## config.mk

```make
export PLATFORM = sky130hd
export DESIGN_NAME = dmem_access_arbiter
export DESIGN_NICKNAME = d
export VERILOG_FILES = /design/src/rtl/dmem_access_arbiter.sv
export SDC_FILE = /design/constraint.sdc
export NUM_CORES = 1
export LEC_CHECK = 0
export ABC_AREA = 1
export CAP_MARGIN = 40
export CORE_AREA = 8 8 177 179
export DETAILED_ROUTE_END_ITERATION = 8
export DIE_AREA = 0 0 185 187
export PLACE_DENSITY = 0.66
export SKIP_LAST_GASP = 1
export SLEW_MARGIN = 20
export SYNTH_ARGS = -nofsm -noshare
export SYNTH_HDL_FRONTEND = slang
export SYNTH_SLANG_ARGS = --single-unit
```

## constraint.sdc

```tcl
create_clock -name clk -period 8.05 [get_ports clk]
set_input_delay 1.61 -clock clk [delete_from_list [all_inputs] [get_ports clk]]
set_output_delay 1.61 -clock clk [all_outputs]
set_load 0.01 [all_outputs]
```

## src/rtl/dmem_access_arbiter.sv

```systemverilog
// Two-port doubleword arbiter onto a byte-wide data RAM. Each granted access
// is serialised into 8 little-endian byte beats and completes with a one-cycle ack.
module dmem_access_arbiter #(
    parameter int MEM_BYTES = 64,
    parameter int ADDR_W    = 6
) (
    input  logic              clk,
    input  logic              reset,
    input  logic              req_0,
    input  logic              we_0,
    input  logic [63:0]       addr_0,
    input  logic [63:0]       wdata_0,
    input  logic              req_1,
    input  logic              we_1,
    input  logic [63:0]       addr_1,
    input  logic [63:0]       wdata_1,
    output logic              ack_0,
    output logic              ack_1,
    output logic [63:0]       rdata,
    output logic              err,
    output logic              stall_0,
    output logic              busy,
    output logic [ADDR_W-1:0] mem_addr,
    output logic [7:0]        mem_wdata,
    output logic              mem_we,
    input  logic [7:0]        mem_rdata
);

    localparam logic [1:0] ST_IDLE = 2'd0;
    localparam logic [1:0] ST_XFER = 2'd1;
    localparam logic [1:0] ST_DONE = 2'd2;

    logic [1:0]        state_reg;
    logic [2:0]        beat_reg;
    logic              grant_reg;
    logic              last_grant_reg;
    logic              we_reg;
    logic [ADDR_W-1:0] addr_reg;
    logic [63:0]       wdata_reg;
    logic [63:0]       rdata_reg;
    logic              err_reg;

    logic              in_xfer;
    logic              in_done;
    logic              grant_valid;
    logic              grant_sel;
    logic              sel_we;
    logic [63:0]       sel_addr;
    logic [63:0]       sel_wdata;
    logic              sel_fault;
    logic [7:0]        lane_hit;
    logic [7:0]        wbyte [8];
    logic [63:0]       rdata_next;

    assign in_xfer = (state_reg == ST_XFER);
    assign in_done = (state_reg == ST_DONE);

    // Round robin: on a tie the port that was not granted last time wins.
    always_comb begin
        grant_valid = req_0 | req_1;
        grant_sel   = 1'b0;
        if (req_0 && req_1) begin
            grant_sel = ~last_grant_reg;
        end else if (req_1) begin
            grant_sel = 1'b1;
        end
    end

    always_comb begin
        sel_we    = we_0;
        sel_addr  = addr_0;
        sel_wdata = wdata_0;
        if (grant_sel) begin
            sel_we    = we_1;
            sel_addr  = addr_1;
            sel_wdata = wdata_1;
        end
    end

    assign sel_fault = (sel_addr[2:0] != 3'd0) || (sel_addr >= 64'(MEM_BYTES));

    // Per-byte lanes: write byte selection and read byte capture by beat index.
    genvar gi;
    generate
        for (gi = 0; gi < 8; gi++) begin : g_lane
            assign lane_hit[gi] = (beat_reg == 3'(gi));
            assign wbyte[gi]    = wdata_reg[8*gi +: 8];
            assign rdata_next[8*gi +: 8] = (!we_reg && lane_hit[gi]) ? mem_rdata
                                                                     : rdata_reg[8*gi +: 8];
        end
    endgenerate

    always_ff @(posedge clk or posedge reset) begin
        if (reset) begin
            state_reg      <= ST_IDLE;
            beat_reg       <= 3'd0;
            grant_reg      <= 1'b0;
            last_grant_reg <= 1'b1;
            we_reg         <= 1'b0;
            addr_reg       <= '0;
            wdata_reg      <= 64'd0;
            rdata_reg      <= 64'd0;
            err_reg        <= 1'b0;
        end else begin
            case (state_reg)
                ST_IDLE: begin
                    if (grant_valid) begin
                        grant_reg      <= grant_sel;
                        last_grant_reg <= grant_sel;
                        we_reg         <= sel_we;
                        addr_reg       <= sel_addr[ADDR_W-1:0];
                        wdata_reg      <= sel_wdata;
                        rdata_reg      <= 64'd0;
                        err_reg        <= sel_fault;
                        beat_reg       <= 3'd0;
                        state_reg      <= sel_fault ? ST_DONE : ST_XFER;
                    end
                end
                ST_XFER: begin
                    rdata_reg <= rdata_next;
                    beat_reg  <= beat_reg + 3'd1;
                    if (beat_reg == 3'd7) begin
                        state_reg <= ST_DONE;
                    end
                end
                ST_DONE: begin
                    state_reg <= ST_IDLE;
                end
                default: begin
                    state_reg <= ST_IDLE;
                end
            endcase
        end
    end

    // Outputs decode from registered state so an async reset clears them at once.
    assign ack_0     = in_done & ~grant_reg;
    assign ack_1     = in_done & grant_reg;
    assign rdata     = in_done ? rdata_reg : 64'd0;
    assign err       = in_done & err_reg;
    assign stall_0   = req_0 & ~ack_0;
    assign busy      = in_xfer | in_done;
    assign mem_addr  = in_xfer ? (addr_reg + ADDR_W'(beat_reg)) : '0;
    assign mem_we    = in_xfer & we_reg;
    assign mem_wdata = (in_xfer && we_reg) ? wbyte[beat_reg] : 8'd0;

endmodule

```

# Word-level counts from Yosys, hierarchy flattened
# Cells that the tools add are included.
# classes
n_addsub	2
order_cmp	2
n_eq_ne	19
muxes	27
bitwise_logic	11
n_reduce_logical	27
# ops
cell	n
64-bit 2-to-1 mux	4
64-bit case mux with 2 select lines	1
8-bit 2-to-1 mux	11
64-bit by 7-bit greater-or-equal comparator with 1-bit output (second input constant)	1
8-bit binary-select mux with 3-bit select	1
3-bit AND reduction	8
2-bit by 1-bit inequality test with 1-bit output (second input constant)	9
3-bit == test (second input constant)	4
1-bit logical AND	10
6-bit by 3-bit adder with 6-bit output	1
3-bit by 2-bit == test with 1-bit output (second input constant)	2
2-bit 2-to-1 mux	3
6-bit 2-to-1 mux	1
3-bit case mux with 2 select lines	1
2-bit AND reduction	3
1-bit AND	5
4-bit greater-or-equal comparator (second input constant)	1
3-bit NOT with 4-bit output	1
2-bit case mux with 2 select lines	1
3-bit by 1-bit adder with 3-bit output (second input constant)	1
3-bit by 1-bit == test with 1-bit output (second input constant)	1
3-bit logical NOT	1
1-bit 2-to-1 mux	3
3-bit 2-to-1 mux	1
10 further kinds	13
# totals
register_bits	143
in_bits	270
out_inout_bits	84

# Longest topological paths before layout
# Gate-level depths: netlist of the first run.
# logic_depth
ltp_word	8
depth_mapped	11

# Least setup slack after synthesis of the first run
# OpenSTA, ideal clock, no wires.
# synth_path
path_kind	input to output
start	input req_0
end	output stall_0
arrival_time_ps	1801
t_required_ps	6440
slack_ps	4639
stages	2
path_cell_list	inv_1 -> nor2_1
# synth_via
elab_chain_cells	1
# synth_rtl
item	line	rtl
start, declared	9	input logic req_0,
1-bit AND	141	assign stall_0 = req_0 & ~ack_0;
end, declared	21	output logic stall_0,
# Every way passes these cells.

# Worst setup path in the final report of the first run
# layout_path
start	register beat_reg[0]
end	output mem_wdata[3]
# layout_via
elab_chain_cells	5
# layout_rtl
item	line	rtl
start, declared	34	logic [2:0] beat_reg;
start signal, assigned	121	beat_reg <= beat_reg + 3'd1;
3-bit NOT with 4-bit output (implied by the code)	145	assign mem_wdata = (in_xfer && we_reg) ? wbyte[beat_reg] : 8'd0;
8-bit binary-select mux with 3-bit select	145	
8-bit 2-to-1 mux (implied by the code) (2 in a row)	145	
8-bit 2-to-1 mux	145	
end, declared	24	output logic [7:0] mem_wdata,
# Every way passes these cells. The select of a mux whose other input is x is not followed.

==> reports/results.ini, run 1 <==
[floorplan]
core_mm2 = 0.0284
start_util = 0.277
die_x_um = 185
die_h_um = 187
io_pins = 354
dieArea_mm2 = 0.0346
fp-row-count = 62

[placed_design]
hpwl_mm = 23.3
routabilityCongestion = 0.796
placed_area_mm2 = 0.0117
port_buffers = 353

[clocking]
cts_buffer_depth = 2
cts_tree = yes
path_clk_slew_ns = 0.07
postCtsSetupBuffers = 0
cts_resized = 0
cts_root_buffer = clkbuf_16
clkSinkCount = 143
insertion_delay_ns = 0.43
cts_made_buffers = 17
cts_hold_buf = 0
ctsHtreeMaxLevel = 4

[yosys]
synth_top_family_by_area = simple AND/OR/NAND/NOR gates
syn_area_per_cell_um2 = 7.42
ys_warn_count = 0
synth.area.mux_share = 0
synth_ff_type = dfrtp_1
synth.cell_area_mm2 = 0.00787
synth_seq_area_share = 0.455
ys_types = 32
synthesis.nets = 1344
synth_fa_ha_area_frac = 0.0216
synth_compound_area_frac = 0.208
async_reset_ff_frac = 1.00
synth_xor_xnor_area_share = 0
syn_inst = 1061
synthSimpleGateAreaFrac = 0.220
ys_seq_elements = 143
synth-edff-count = 0

[worst_setup_path]
critPathArrivalTime_ns = 3.10
start_kind = flop
crit_path_end_kind = output pin
critPathMaxFanout = 28
path_class = reg -> out
cp_data_required_time_ns = 6.44

[grt]
grt_pass1_wl_mm = 46.5
grt.overflow.total = 0
grt_max_degree = 100
antenna_found_initial = 1
first_global_vias = 8150
track_usage = 0.171

[timing]
fmax_mhz = 212
relSlewSlack = 0.428
hold_viol_final = 0
period_needed_ns = 4.71
setup_viol = 0
tightest_slew_ns = 0.858
finalCritPeriodShare = 0.585
finClkSkew_ns = 0.0121
rsz0062_at_grt = no
fin_setup_tns_ns = 0
finalMaxSlewViolations = 0

[status]
status = finished, final reports clean

[power_and_ir_drop]
power_density_mw_per_mm2 = 225
power_mw = 2.77
power_leakage_nw = 5.56
peakVddDrop_uv = 134

[drt]
dr.pass1.iters = 5
ant_nets = 0
vias = 8057
routedWlPerCell_um = 16.9
drtIter0Drc = 502
drc = 0
finalWirelength_mm = 30.2
vias_per_cell = 4.52

[final_layout]
mostFrequentLayoutCells = clkdlybuf4s50_1 (353), nand2_1 (238), nor2_1 (158)
drive_above_1_share = 0.0615
stdcell_area_mm2 = 0.0123
area_growth_pct = 56.7
fillCellCount = 2847
antennaDiodeCount = 0
nets = 1668
final_core_util = 0.434
mostFrequentLayoutCell = clkdlybuf4s50_1

[job]
drv_cap = 0

[min_path]
hold_class = reg -> reg

## cell families (layout without fill, tap and decap cells)
| logic type | count (synthesis) | after routing |
|---|---|---|
| buffers and inverters | 175 | 512 |
| AO/OA/AOI/OAI | 302 | 302 |
| flip-flops | 143 | 143 |
| adder cells (fa/ha/maj) | 13 | 13 |
| AND/OR/NAND/NOR | 428 | 428 |
## stage by stage
stage	setup slack, ns	hold WS [ns]	std cells
finish	3.34	0.481	1782
global route	3.16	0.496	1782
CTS	2.94	0.485	1780
detailed placement	3.44	0.468	1748
global placement	3.42	0.462	1746
floorplan	2.60	0.447	1061
## synth_stat cells (2+ instances only)
master / number / area, um^2
buf_6: 8 / 90.1
clkbuf_1: 29 / 109
nor2_2: 4 / 25.0
a31oi_1: 10 / 62.6
buf_4: 3 / 22.5
a21oi_1: 32 / 160
o21ai_0: 151 / 756
nand3_1: 10 / 50.1
ha_1: 12 / 150
o21ai_2: 20 / 175
or2_1: 2 / 12.5
nor2_1: 158 / 593
dfrtp_1: 142 / 3550
nand2_1: 238 / 893
o22ai_1: 31 / 194
nand2_4: 8 / 90.1
inv_1: 111 / 417
nand4_1: 3 / 18.8
o21ai_1: 57 / 285
inv_2: 4 / 15.0
buf_2: 17 / 85.1
## worst paths after layout
path | from | endpoint | slack [ns] | cells after the start
max | beat_reg[0] | mem_wdata[3] | 3.34 | 8
min | wdata_reg[34] | wdata_reg[34] | 0.48 | 2
max reg2reg | last_grant_reg | err_reg | 5.24 | 10
min reg2reg | wdata_reg[34] | wdata_reg[34] | 0.48 | 2
max in group asynchronous | reset | rdata_reg[27] | 5.36 | 4
min in group asynchronous | reset | err_reg | 1.73 | 2
## power by group
group	switching, mW	internal, mW	total (mW)
Combinational	0.592	0.336	0.928
Sequential	0.0966	0.910	1.01
Clock	0.362	0.475	0.837
## critical path, cell delays in order (launching register included)
cell             delay [ns]
dfrtp_1                0.54
buf_4                  0.30
inv_1                  0.18
buf_8                  0.22
nor2_1                 0.05
o21ai_0                0.41
o21ai_0                0.14
a31oi_1                0.18
clkdlybuf4s50_1        0.62
## routing by layer
layer / vias to the layer above / part of all wire / GRT usage
met3: 24 / 0.086 / 0.0631
met1: 3684 / 0.44 / 0.217
met4: 2 / 0.011 / 0.0357
li1: 4067 / - / -
met5: - / 0.00043 / 0
met2: 280 / 0.46 / 0.274
## cell type report
class / count / area, um^2 / area share
inverter: 116 / 443 / 0.0359
clock inverter: 15 / 186 / 0.0151
timing repair buffer: 364 / 3670 / 0.298
tap: 384 / 480 / 0.0390
clock buffer: 17 / 425 / 0.0345
multi-input combinational: 743 / 3550 / 0.288
sequential: 143 / 3580 / 0.290
(Power assumes the default switching activity.)
==> run 2, diff against run 1 <==
--- a/config.mk
+++ b/config.mk
@@ -10,7 +10,7 @@
 export CORE_AREA = 8 8 177 179
 export DETAILED_ROUTE_END_ITERATION = 8
 export DIE_AREA = 0 0 185 187
-export PLACE_DENSITY = 0.66
+export PLACE_DENSITY = 0.68
 export SKIP_LAST_GASP = 1
 export SLEW_MARGIN = 20
 export SYNTH_ARGS = -nofsm -noshare
==> constraint.sdc (replaced) <==
create_clock -name clk -period 4.2 [get_ports clk]
set_input_delay 0.84 -clock clk [delete_from_list [all_inputs] [get_ports clk]]
set_output_delay 0.84 -clock clk [all_outputs]
set_load 0.01 [all_outputs]
==> reports/results.ini, run 2 (synthesized netlist as in run 1, its figures left out) <==
[final_layout]
drive_above_1_share = 0.0622
nets = 1669
mostFrequentLayoutCells = clkdlybuf4s50_1 (353), nand2_1 (238), nor2_1 (158)
stdcell_area_mm2 = 0.0123
area_growth_pct = 56.4
final_core_util = 0.434
mostFrequentLayoutCell = clkdlybuf4s50_1

[power_and_ir_drop]
power.internal_mw = 3.28
power_mw = 5.29
peakVddDrop_uv = 237
power_frac_clock = 0.289
sequentialPowerShare = 0.368
power_leakage_nw = 5.54
power_switching_mw = 2.01
sw_frac_of_total = 0.380
pwr-share-comb = 0.342
power_density_mw_per_mm2 = 430

[clocking]
cts_tree = yes
insertion_delay_ns = 0.42
cts_made_buffers = 17
postCtsSetupBuffers = 0
ctsHtreeMaxLevel = 4
cts_root_buffer = clkbuf_16
clkSinkCount = 143
cts_hold_buf = 0
cts_resized = 0
path_clk_slew_ns = 0.06
cts_buffer_depth = 2

[grt]
first_global_vias = 8278
grt.overflow.total = 0
antenna_found_initial = 4
grt_max_degree = 73
grt_pass1_wl_mm = 47.4
track_usage = 0.175

[timing]
setup_viol = 0
rsz0062_at_grt = no
finalCritPeriodShare = 0.844
tightest_slew_ns = 0.738
fmax_mhz = 282
relSlewSlack = 0.508
finalMaxSlewViolations = 0
period_needed_ns = 3.55
fin_setup_tns_ns = 0
finClkSkew_ns = 0.00821
hold_viol_final = 0

[status]
status = finished, final reports clean

[drt]
finalWirelength_mm = 30.6
dr.pass1.iters = 5
routedWlPerCell_um = 17.1
ant_nets = 0
drc = 0
drtIter0Drc = 503
vias_per_cell = 4.52
vias = 8071

[worst_setup_path]
r2r_slack_ns = 1.99
reg2reg_to = rdata_reg[32]
crit_path_end_kind = output pin
critPathArrivalTime_ns = 2.71
start_kind = flop
critPathMaxFanout = 22
path_class = reg -> out
timing.rr.start = beat_reg[1]
cp_data_required_time_ns = 3.36
ff2ff_path_depth = 8

[placed_design]
placed_area_mm2 = 0.0117
port_buffers = 353
hpwl_mm = 24.0
routabilityCongestion = 0.850

[floorplan]
core_mm2 = 0.0284
die_h_um = 187
dieArea_mm2 = 0.0346
start_util = 0.277
fp-row-count = 62
io_pins = 354
die_x_um = 185

[min_path]
hold_class = reg -> reg
hold_start = last_grant_reg
hold_end = last_grant_reg
hold_depth = 2

[job]
drv_cap = 0

[run 2: cell count changes in the layout (fill, tap and decap cells not counted)]
cell | previous run | this run
clkinv_2 | 0 | 4
buf_4 | 7 | 8
buf_12 | 0 | 4
buf_16 | 2 | 0
clkinvlp_4 | 0 | 3
inv_8 | 5 | 1
buf_8 | 2 | 0
inv_6 | 8 | 4
diode_2 | 0 | 1
clkinv_4 | 1 | 2
[run 2: per-stage QoR]
step	std cells	hold slack, ns	setup slack, ns
finish	1784	0.479	0.653
global route	1784	0.491	0.444
CTS	1783	0.481	0.639
detailed placement	1751	0.467	1.11
global placement	1750	0.459	1.10
floorplan	1061	0.447	1.57
[run 2: power groups by stage]
stage          clock network, mW  registers (mW)  logic [mW]
6_report                    1.53            1.95        1.81
5_1_grt                     1.62            1.98        2.03
4_1_cts                     1.56            1.95        1.84
3_5_place_dp                   0            1.97        1.84
3_3_place_gp                   0            1.97        1.81
2_1_floorplan                  0            1.88        1.20
[run 2: cell type report]
cell class	count	area, um^2
fill	2917	16100
timing repair buffer	365	3670
sequential	143	3580
multi-input combinational	743	3550
tap	384	480
inverter	116	442
clock buffer	17	425
clock inverter	15	159
antenna	1	2.50
[run 2: worst max-delay path: stages (launching register included)]
cell and delay [ns]:
dfrtp_1 0.46, buf_4 0.29, inv_1 0.25, a21oi_1 0.17, o21ai_0 0.10, nand3_1 0.09
nand2_1 0.06, a31oi_1 0.26, clkdlybuf4s50_1 0.61
[run 2: worst max-delay path by stage]
stage	from	end	cells after the start
CTS	beat_reg[1]	mem_wdata[2]	8
floorplan	reset	addr_reg[0]	1
detailed placement	state_reg[0]	rdata[50]	6
finish	beat_reg[1]	mem_wdata[2]	8
global route	beat_reg[1]	mem_wdata[2]	8
global placement	beat_reg[1]	mem_wdata[2]	8
[run 2: routing by layer]
| metal | share of wire | vias up | track usage |
|---|---|---|---|
| met5 | 0.0013 | - | 0 |
| met4 | 0.018 | 6 | 0.0483 |
| met3 | 0.092 | 33 | 0.0635 |
| met2 | 0.46 | 294 | 0.278 |
| met1 | 0.43 | 3668 | 0.219 |
| li1 | - | 4070 | - |
